### src/rtl/handler_pkg.sv
// handler_pkg: shared definitions for the glitch handler.
//   - arm mode encodings held in the low bits of the control word
//   - control word and status word bit positions
//   - sequencer state enum used by the trigger sub-module
//   - mode_armed(): decodes whether a mode word arms the handler
package handler_pkg;

    localparam logic [1:0] MODE_DISARM = 2'b00;
    localparam logic [1:0] MODE_CONT   = 2'b01;
    localparam logic [1:0] MODE_SINGLE = 2'b10;

    localparam int CTRL_MODE_LSB = 0;
    localparam int CTRL_MODE_MSB = 1;
    localparam int CTRL_SRC_BIT  = 4;

    localparam int STAT_ARMED  = 0;
    localparam int STAT_LOCKED = 1;
    localparam int STAT_BUSY   = 2;
    localparam int STAT_DONE   = 3;
    localparam int STAT_SRC    = 4;

    typedef enum logic [2:0] {
        SEQ_IDLE,
        SEQ_DELAY1,
        SEQ_PULSE,
        SEQ_DELAY2,
        SEQ_DONE
    } seq_state_t;

    // Mode 11 is reserved and behaves like disarm.
    function automatic logic mode_armed(input logic [1:0] mode);
        return (mode == MODE_CONT) || (mode == MODE_SINGLE);
    endfunction

endpackage

### src/rtl/handler_trigger.sv
// trigger: delay / pulse / delay sequencer driven by one 32-bit down-counter.
// Ports:
//   clk, rst            clock, asynchronous active-high reset
//   clear               returns the sequencer to idle and drops its outputs
//   start               fire request; honoured only while idle
//   delay_1st, delay_2nd, pulse_width   cycle counts, sampled on start
//   pulse               glitch output (registered)
//   done                one-cycle completion pulse (registered)
//   busy                high whenever the sequencer is not idle
//
//   state      | meaning
//   -----------+------------------------------------------------
//   SEQ_IDLE   | waiting for a fire request
//   SEQ_DELAY1 | counting out the first delay
//   SEQ_PULSE  | glitch active for pulse_width cycles
//   SEQ_DELAY2 | counting out the second delay
//   SEQ_DONE   | single cycle that produces the done pulse
module trigger
    import handler_pkg::*;
(
    input  logic        clk,
    input  logic        rst,
    input  logic        clear,
    input  logic        start,
    input  logic [31:0] delay_1st,
    input  logic [31:0] delay_2nd,
    input  logic [31:0] pulse_width,
    output logic        pulse,
    output logic        done,
    output logic        busy
);

    seq_state_t  state_q, state_d;
    logic [31:0] cnt_q, cnt_d;
    logic [31:0] width_q, width_d;
    logic [31:0] d2_q, d2_d;

    // Zero-length stages are skipped in the same cycle; the counter is
    // loaded with the length of whichever stage is entered, and a stage
    // ends on the cycle its count reaches 1.
    always_comb begin
        state_d = state_q;
        cnt_d   = cnt_q;
        width_d = width_q;
        d2_d    = d2_q;
        case (state_q)
            SEQ_IDLE: begin
                if (start) begin
                    width_d = pulse_width;
                    d2_d    = delay_2nd;
                    if (delay_1st != 32'd0) begin
                        state_d = SEQ_DELAY1;
                        cnt_d   = delay_1st;
                    end else if (pulse_width != 32'd0) begin
                        state_d = SEQ_PULSE;
                        cnt_d   = pulse_width;
                    end else if (delay_2nd != 32'd0) begin
                        state_d = SEQ_DELAY2;
                        cnt_d   = delay_2nd;
                    end else begin
                        state_d = SEQ_DONE;
                    end
                end
            end
            SEQ_DELAY1: begin
                if (cnt_q == 32'd1) begin
                    if (width_q != 32'd0) begin
                        state_d = SEQ_PULSE;
                        cnt_d   = width_q;
                    end else if (d2_q != 32'd0) begin
                        state_d = SEQ_DELAY2;
                        cnt_d   = d2_q;
                    end else begin
                        state_d = SEQ_DONE;
                    end
                end else begin
                    cnt_d = cnt_q - 32'd1;
                end
            end
            SEQ_PULSE: begin
                if (cnt_q == 32'd1) begin
                    if (d2_q != 32'd0) begin
                        state_d = SEQ_DELAY2;
                        cnt_d   = d2_q;
                    end else begin
                        state_d = SEQ_DONE;
                    end
                end else begin
                    cnt_d = cnt_q - 32'd1;
                end
            end
            SEQ_DELAY2: begin
                if (cnt_q == 32'd1) begin
                    state_d = SEQ_DONE;
                end else begin
                    cnt_d = cnt_q - 32'd1;
                end
            end
            SEQ_DONE: state_d = SEQ_IDLE;
            default:  state_d = SEQ_IDLE;
        endcase
        if (clear) begin
            state_d = SEQ_IDLE;
            cnt_d   = 32'd0;
        end
    end

    always_ff @(posedge clk or posedge rst) begin
        if (rst) begin
            state_q <= SEQ_IDLE;
            cnt_q   <= 32'd0;
            width_q <= 32'd0;
            d2_q    <= 32'd0;
            pulse   <= 1'b0;
            done    <= 1'b0;
        end else begin
            state_q <= state_d;
            cnt_q   <= cnt_d;
            width_q <= width_d;
            d2_q    <= d2_d;
            // Outputs are registered from the current state, which puts the
            // glitch edge delay_1st+2 cycles after the completing strobe.
            pulse   <= !clear && (state_q == SEQ_PULSE);
            done    <= !clear && (state_q == SEQ_DONE);
        end
    end

    assign busy = (state_q != SEQ_IDLE);

endmodule

### src/rtl/handler.sv
// handler: arms on a control write, watches either a UART byte stream for a
// pattern match or counts external trigger edges, and launches the
// delay/pulse/delay glitch sequencer on a fire request.
// Ports:
//   i_CLK, i_RST        clock, asynchronous active-high reset
//   i_CONTROL(_WR)      mode word and its write strobe
//   i_TRIGGER           external trigger (already synchronous)
//   i_RX, i_RX_READY    received byte and its valid (rising edge counts)
//   i_DELAY_1ST, i_DELAY_2ND, i_PULSE_WIDTH   sequencer timing in cycles
//   i_BUFFER, i_BUF_LEN match pattern and index of its last byte
//   o_STATUS            {0,0,0,source,done seen,busy,locked,armed}
//   o_DEBUG             {0, match index}
//   o_LOCK, o_STOP_N, o_TRIGGER, o_DONE   lock flag, run enable, glitch, done
module handler
    import handler_pkg::*;
#(
    parameter int TRIGGER_MIN_CNT = 3
) (
    input  logic          i_CLK,
    input  logic          i_RST,
    input  logic [7:0]    i_CONTROL,
    input  logic          i_CONTROL_WR,
    input  logic          i_TRIGGER,
    input  logic [7:0]    i_RX,
    input  logic          i_RX_READY,
    input  logic [31:0]   i_DELAY_1ST,
    input  logic [31:0]   i_DELAY_2ND,
    input  logic [31:0]   i_PULSE_WIDTH,
    input  logic [1023:0] i_BUFFER,
    input  logic [6:0]    i_BUF_LEN,
    output logic [7:0]    o_STATUS,
    output logic [7:0]    o_DEBUG,
    output logic          o_LOCK,
    output logic          o_STOP_N,
    output logic          o_TRIGGER,
    output logic          o_DONE
);

    logic [1:0]  mode_q;
    logic        src_q;
    logic [6:0]  idx_q;
    logic [31:0] edge_cnt_q;
    logic        rx_ready_q, trig_in_q;
    logic        fire_q, lock_q, done_seen_q;

    logic        armed, seq_busy, seq_done, seq_clear;
    logic        rx_edge, trig_edge, uart_step, ext_step;
    logic        uart_hit, ext_hit;
    logic [7:0]  pat_byte;
    logic        ctrl_unused;

    assign ctrl_unused = ^{i_CONTROL[7:5], i_CONTROL[3:2]};

    assign armed     = mode_armed(mode_q);
    assign rx_edge   = i_RX_READY & ~rx_ready_q;
    assign trig_edge = i_TRIGGER & ~trig_in_q;
    assign pat_byte  = i_BUFFER[{idx_q, 3'b000} +: 8];

    // A pending fire request counts as busy so no byte is consumed in the
    // cycle between a completed match and the sequencer leaving idle.
    assign uart_step = armed & ~lock_q & ~src_q & ~seq_busy & ~fire_q & rx_edge;
    assign ext_step  = armed & ~lock_q & src_q & trig_edge;
    assign uart_hit  = uart_step & (i_RX == pat_byte) & (idx_q == i_BUF_LEN);
    assign ext_hit   = ext_step & ((edge_cnt_q + 32'd1) == 32'(TRIGGER_MIN_CNT));

    always_ff @(posedge i_CLK or posedge i_RST) begin
        if (i_RST) begin
            mode_q      <= MODE_DISARM;
            src_q       <= 1'b0;
            idx_q       <= 7'd0;
            edge_cnt_q  <= 32'd0;
            rx_ready_q  <= 1'b0;
            trig_in_q   <= 1'b0;
            fire_q      <= 1'b0;
            lock_q      <= 1'b0;
            done_seen_q <= 1'b0;
        end else begin
            rx_ready_q <= i_RX_READY;
            trig_in_q  <= i_TRIGGER;
            if (i_CONTROL_WR) begin
                mode_q      <= i_CONTROL[CTRL_MODE_MSB:CTRL_MODE_LSB];
                src_q       <= i_CONTROL[CTRL_SRC_BIT];
                idx_q       <= 7'd0;
                edge_cnt_q  <= 32'd0;
                fire_q      <= 1'b0;
                lock_q      <= 1'b0;
                done_seen_q <= 1'b0;
            end else begin
                fire_q <= uart_hit | ext_hit;
                if ((uart_hit | ext_hit) && (mode_q == MODE_SINGLE)) begin
                    lock_q <= 1'b1;
                end
                if (uart_step) begin
                    if (i_RX == pat_byte) begin
                        idx_q <= (idx_q == i_BUF_LEN) ? 7'd0 : idx_q + 7'd1;
                    end else begin
                        // Restart the match, reusing this byte if it opens the pattern.
                        idx_q <= (i_RX == i_BUFFER[7:0]) ? 7'd1 : 7'd0;
                    end
                end
                if (ext_step) begin
                    edge_cnt_q <= ext_hit ? 32'd0 : edge_cnt_q + 32'd1;
                end
                if (seq_done) begin
                    done_seen_q <= 1'b1;
                end
            end
        end
    end

    // A control write or disarm takes priority over any running sequence.
    assign seq_clear = i_CONTROL_WR | ~armed;

    trigger u_trigger (
        .clk         (i_CLK),
        .rst         (i_RST),
        .clear       (seq_clear),
        .start       (fire_q),
        .delay_1st   (i_DELAY_1ST),
        .delay_2nd   (i_DELAY_2ND),
        .pulse_width (i_PULSE_WIDTH),
        .pulse       (o_TRIGGER),
        .done        (seq_done),
        .busy        (seq_busy)
    );

    always_comb begin
        o_STATUS              = 8'd0;
        o_STATUS[STAT_ARMED]  = armed;
        o_STATUS[STAT_LOCKED] = lock_q;
        o_STATUS[STAT_BUSY]   = seq_busy;
        o_STATUS[STAT_DONE]   = done_seen_q;
        o_STATUS[STAT_SRC]    = src_q;
    end

    assign o_DEBUG  = {1'b0, idx_q};
    assign o_LOCK   = lock_q;
    assign o_STOP_N = armed;
    assign o_DONE   = seq_done;

endmodule

### config.mk
export PLATFORM = sky130hd
export DESIGN_NAME = handler
export DESIGN_NICKNAME = d
export VERILOG_FILES = /design/src/rtl/handler_pkg.sv /design/src/rtl/handler_trigger.sv /design/src/rtl/handler.sv
export SDC_FILE = /design/constraint.sdc
export NUM_CORES = 1
export LEC_CHECK = 0
export CAP_MARGIN = 10
export CORE_AREA = 3 3 451 453
export CTS_CLUSTER_DIAMETER = 60
export DETAILED_ROUTE_END_ITERATION = 8
export DIE_AREA = 0 0 454 456
export GPL_TIMING_DRIVEN = 0
export SLEW_MARGIN = 20
export SYNTH_ARGS = -nofsm -noshare
export SYNTH_HDL_FRONTEND = slang
export SYNTH_SLANG_ARGS = --single-unit
### constraint.sdc
create_clock -name i_CLK -period 7 [get_ports i_CLK]
set_input_delay 1.75 -clock i_CLK [delete_from_list [all_inputs] [get_ports i_CLK]]
set_output_delay 1.75 -clock i_CLK [all_outputs]
set_load 0.02 [all_outputs]
==> results.txt <==
Static timing analysis puts the maximum clock frequency at between 0.15 and 0.2 GHz. The root buffer cell chosen for the clock tree is sky130_fd_sc_hd__clkbuf_16. The DRC violation count after routing came out at 0. The HPWL after detailed placement is approximately 190000 µm. The endpoint identified for the worst register-to-register timing path is o_LOCK. Row generation in the floorplan step produced 164 rows.

Setup repair after global routing left no endpoint under its margin. The cell area that synthesis handed to floorplanning was 0.01836 mm². The cell depth of the worst min-delay path came out at 2. Entering global routing, the biggest net connects 76 pins. The worst hold endpoint is done_seen_q. After global routing, the most crowded layer is met2. The final routed wire length divided by cell count came out at 36.67 µm. The CTS clock-pin slew for the worst setup and hold paths came out at about 0.070 ns.

The final estimated routing congestion in global placement is 0.9912. For the worst flop-to-flop path, the logic depth is 14. The flow ran to the end, and the final reports show no timing, DRC or antenna violations. In the final layout, the share of cells above drive strength 1 is 0.1365.

The total negative slack came out at 0 ns. At the later pin of the worst-skew pair, clock insertion delay measures between 0.4 and 0.5 ns. The worst setup path is captured at a register. The via total after detailed routing is 23950. The count of pins on the block boundary is 1168. The total routing resource utilization after global routing came out at 0.1975. A synthesized cell averages 9.582 µm². For met1 alone, demand over resource in global routing was 0.2340. The average via count per standard cell is between 4 and 5. Counting the buffers created by CTS gives 17. The final period demand of the worst path is 6.396 ns. The leakage power of the design is 11.59 nW.

The most repeated library cell on the critical path is sky130_fd_sc_hd__buf_4. The slowest stage cell on the critical path is sky130_fd_sc_hd__dfrtp_2. The number of endpoints with negative hold slack in the final report came to 0. In the finished design, the share of the clock period the worst path needs comes to 0.9137. The net count of the finished layout is 4261. The worst-case headroom to the max-slew limit came out at 0.2141.

The clock tree buffer depth is 2. The CTS sink count is between 100 and 150. The worst setup path is launched from a register.

The fraction of met2 tracks used by global routing came out at 0.3438. For the worst setup path, the data arrival time is 6.76 ns. After floorplanning, the core was sized to cover 0.1997 mm². The ratio of total power to cell area came out at 92.42 mW/mm². The number of buffers added on ports came out at around 1200. The growth of design area from synthesis to finish is 86.69%.

For this configuration, the core starts out at a cell density of 0.09195. The delay of the slowest cell on the worst path came out at 0.76 ns. The share of flip-flops with an asynchronous set or reset is 1.000. After routing the design area is 0.03427 mm². The tool flagged a number of max-cap violations equal to 0. The fill cell total of the finished layout is approximately 22000. The number of synthesized register bits came out at 148. The worst setup path is of the register to register kind.

The overall power after layout is 3.168 mW. The overall die area came out at 0.2070 mm². The final layout contains routed wiring with a total length of 213400 µm. For the pin with the worst max-slew slack, the measured transition is around 1.2 ns. TritonCTS built the clock tree. Along the worst path, the maximum fanout reaches 19. For this run the aggregate overflow at the end of global routing stands at 0. The number of max-slew violations in the final report came to 0.

The number of distinct library cell variants in the gate-level netlist after synthesis is 79. The buffer count from post-CTS setup fixing is 0. The count of synthesis-stage warnings from yosys came out at 0. The worst IR drop on VDD came out at 0.0001747 V. The portion of the post-synthesis area used by sequential elements is 0.2017. The worst hold path class is register to register. The number of synthesized flops with an enable pin came out at 0.

The number of antenna violations at the first check in global routing came out at between 100 and 150. The die is between 400 and 500 µm wide. The height of the die is 456 µm.

The largest clock skew in the final design came out at 0.009494 ns. The first global-routing pass estimated 264700 µm of wire. The antenna violation net count after detailed routing came out at 0. The number of instances in the synthesized netlist came out at 1916.

Tracing the worst setup path back leads to its startpoint at idx_q[1]. The worst register-to-register path begins at idx_q[1]. CTS built an H-tree with a depth of 4. The worst setup slack for register-to-register paths is 0.60 ns. Traced cell by cell, the critical path runs through buf_4, buf_4, buf_4, buf_4, mux2i_2, a22oi_1, nand3_1, nand4_1, a31oi_1, xor2_1, nand4_1, a221oi_4, a311oi_1, nor3_1. The startpoint of the lowest-slack hold path is done_seen_q. The number of global-route vias before repair is about 25000. The number of DRC markers in iteration 0 came out at between 2000 and 2500.

The total of endpoints with negative setup slack in the final report is 0. The most common flop cell mapped by yosys is sky130_fd_sc_hd__dfrtp_1. The met3 capacity usage during global routing came out at 0.04720.

The post-detailed-placement cell area came out at approximately 0.034 mm². The worst endpoint required time is 7.37 ns. The first detailed-routing pass ran for 5 iterations.
synth_stat cells (4+ instances only):
| cell type | count | share of area |
|---|---|---|
| sky130_fd_sc_hd__nand2b_1 | 11 | 0.0037 |
| sky130_fd_sc_hd__o21ai_0 | 86 | 0.023 |
| sky130_fd_sc_hd__mux4_1 | 11 | 0.016 |
| sky130_fd_sc_hd__o2111ai_1 | 4 | 0.0019 |
| sky130_fd_sc_hd__buf_1 | 9 | 0.0018 |
| sky130_fd_sc_hd__buf_2 | 36 | 0.0098 |
| sky130_fd_sc_hd__o221ai_1 | 7 | 0.0033 |
| sky130_fd_sc_hd__a32o_1 | 4 | 0.0022 |
| sky130_fd_sc_hd__a221o_1 | 4 | 0.0022 |
| sky130_fd_sc_hd__a221oi_1 | 8 | 0.0038 |
| sky130_fd_sc_hd__a211oi_1 | 13 | 0.0053 |
| sky130_fd_sc_hd__and3_1 | 13 | 0.0044 |
| sky130_fd_sc_hd__dfrtp_1 | 148 | 0.20 |
| sky130_fd_sc_hd__nor2_1 | 129 | 0.026 |
| sky130_fd_sc_hd__nor2b_1 | 20 | 0.0068 |
| sky130_fd_sc_hd__mux4_2 | 176 | 0.22 |
| sky130_fd_sc_hd__inv_1 | 14 | 0.0029 |
| sky130_fd_sc_hd__buf_4 | 31 | 0.013 |
| sky130_fd_sc_hd__nand4_1 | 38 | 0.013 |
| sky130_fd_sc_hd__xnor2_1 | 33 | 0.016 |
| sky130_fd_sc_hd__and2_1 | 12 | 0.0041 |
| sky130_fd_sc_hd__and4_1 | 10 | 0.0048 |
| sky130_fd_sc_hd__a22o_1 | 8 | 0.0038 |
| sky130_fd_sc_hd__xor2_1 | 38 | 0.018 |
| sky130_fd_sc_hd__nand2_1 | 119 | 0.024 |
| sky130_fd_sc_hd__clkbuf_1 | 89 | 0.018 |
| sky130_fd_sc_hd__ha_1 | 6 | 0.0041 |
| sky130_fd_sc_hd__a31oi_1 | 17 | 0.0058 |
| sky130_fd_sc_hd__or3_1 | 8 | 0.0027 |
| sky130_fd_sc_hd__a21o_1 | 33 | 0.013 |
| sky130_fd_sc_hd__o21ai_1 | 6 | 0.0016 |
| sky130_fd_sc_hd__buf_6 | 14 | 0.0086 |
| sky130_fd_sc_hd__nor3_1 | 50 | 0.014 |
| sky130_fd_sc_hd__mux2_2 | 78 | 0.048 |
| sky130_fd_sc_hd__o22ai_1 | 30 | 0.010 |
| sky130_fd_sc_hd__nor4_1 | 61 | 0.021 |
| sky130_fd_sc_hd__a22oi_1 | 88 | 0.036 |
| sky130_fd_sc_hd__nand3_1 | 51 | 0.014 |
| sky130_fd_sc_hd__o31ai_1 | 13 | 0.0053 |
| sky130_fd_sc_hd__or2_2 | 7 | 0.0024 |
| sky130_fd_sc_hd__mux2i_1 | 174 | 0.095 |
| sky130_fd_sc_hd__o41ai_1 | 9 | 0.0043 |
| sky130_fd_sc_hd__a21oi_1 | 141 | 0.038 |
worst max path at each step:
stage	endpoint
6_report	o_LOCK
5_1_grt	o_LOCK
4_1_cts	fire_q
3_5_place_dp	o_LOCK
3_3_place_gp	idx_q[0]
2_1_floorplan	done_seen_q
layer usage:
layer / share of wire / routed length (µm)
met5: 0.0016 / 342
met2: 0.50 / 105800
met4: 0.039 / 8316
met3: 0.069 / 14660
met1: 0.40 / 84280
critical path, delay by kind of cell (launching register included):
family	cells	cell delay, ns
buffers and inverters	4	1.98
flip-flops	1	0.76
AO/OA/AOI/OAI	4	1.87
multiplexers	1	0.60
AND/OR/NAND/NOR	4	0.80
XOR/XNOR	1	0.20
cells by family after synthesis:
| group | after synthesis | synth area share |
|---|---|---|
| AOI/OAI and AO/OA | 503 | 0.1790 |
| buffers and inverters | 196 | 0.05459 |
| adders and majority gates | 7 | 0.004634 |
| muxes | 439 | 0.3744 |
| other | 1 | 0.0002043 |
| xor gates and xnor gates | 71 | 0.03387 |
| DFF | 148 | 0.2017 |
| and+or+nand+nor | 551 | 0.1516 |
timing repair:
action	CTS	global route
endpoints found under the hold margin	0	0
setup endpoints to repair	1	0
hold buffers	0	0
resized for setup	2	0
cells in the final DEF (no fill, tap or decap), types with 14 or more instances in the layout:
cell and count:
sky130_fd_sc_hd__a21o_1 33, sky130_fd_sc_hd__a21oi_1 141, sky130_fd_sc_hd__a22oi_1 88, sky130_fd_sc_hd__a31oi_1 17, sky130_fd_sc_hd__buf_2 39, sky130_fd_sc_hd__buf_4 32
sky130_fd_sc_hd__buf_6 17, sky130_fd_sc_hd__clkbuf_1 77, sky130_fd_sc_hd__clkbuf_16 17, sky130_fd_sc_hd__clkbuf_2 14, sky130_fd_sc_hd__clkdlybuf4s50_1 1158, sky130_fd_sc_hd__dfrtp_1 147
sky130_fd_sc_hd__diode_2 43, sky130_fd_sc_hd__mux2_2 78, sky130_fd_sc_hd__mux2i_1 171, sky130_fd_sc_hd__mux4_2 176, sky130_fd_sc_hd__nand2_1 119, sky130_fd_sc_hd__nand3_1 51
sky130_fd_sc_hd__nand4_1 38, sky130_fd_sc_hd__nor2_1 127, sky130_fd_sc_hd__nor2b_1 20, sky130_fd_sc_hd__nor3_1 49, sky130_fd_sc_hd__nor4_1 60, sky130_fd_sc_hd__o21ai_0 85
sky130_fd_sc_hd__o22ai_1 30, sky130_fd_sc_hd__xnor2_1 33, sky130_fd_sc_hd__xor2_1 38
registers in the layout (all words and copies together) (netlist names):
name / flops
u_trigger.cnt_q: 32
u_trigger.done: 1
fire_q: 1
u_trigger.d2_q: 32
o_LOCK: 1
edge_cnt_q: 32
trig_in_q: 1
src_q: 1
idx_q: 7
rx_ready_q: 1
u_trigger.pulse: 1
mode_q: 2
done_seen_q: 1
u_trigger.state_q: 3
u_trigger.width_q: 32
area by class of cell:
cell class	count	area, µm²	share of cell area
Multi-Input combinational cell	1575	13700	0.3998
Timing Repair Buffer	1170	11830	0.3452
Sequential cell	148	3705	0.1081
Tap cell	2656	3323	0.09696
Buffer	178	955.9	0.02789
Clock buffer	19	442.9	0.01292
Clock inverter	13	136.4	0.003979
Antenna cell	43	107.6	0.003139
Inverter	17	71.32	0.002081
power by group:
| part | switching [mW] | leakage, nW | internal, mW |
|---|---|---|---|
| sequential | 0.0360 | 2.04 | 0.879 |
| clock | 0.445 | 0.281 | 0.512 |
| combinational | 0.521 | 9.27 | 0.776 |
stage by stage:
| stage | hold slack (ns) | util | setup slack [ns] | std cells |
|---|---|---|---|---|
| 3_5_place_dp | 0.4887 | 0.1682 | -0.1421 | 5745 |
| 2_1_floorplan | 0.4612 | - | 1.270 | 1919 |
| 3_3_place_gp | 0.4903 | 0.1667 | -1.291 | 5733 |
| 5_1_grt | 0.5221 | 0.1714 | 0.3345 | 5797 |
| 4_1_cts | 0.5045 | 0.1711 | 0.3310 | 5776 |
| 6_report | 0.5021 | 0.1717 | 0.6039 | 5819 |
No activity file was read; power rests on OpenSTA's default activity.
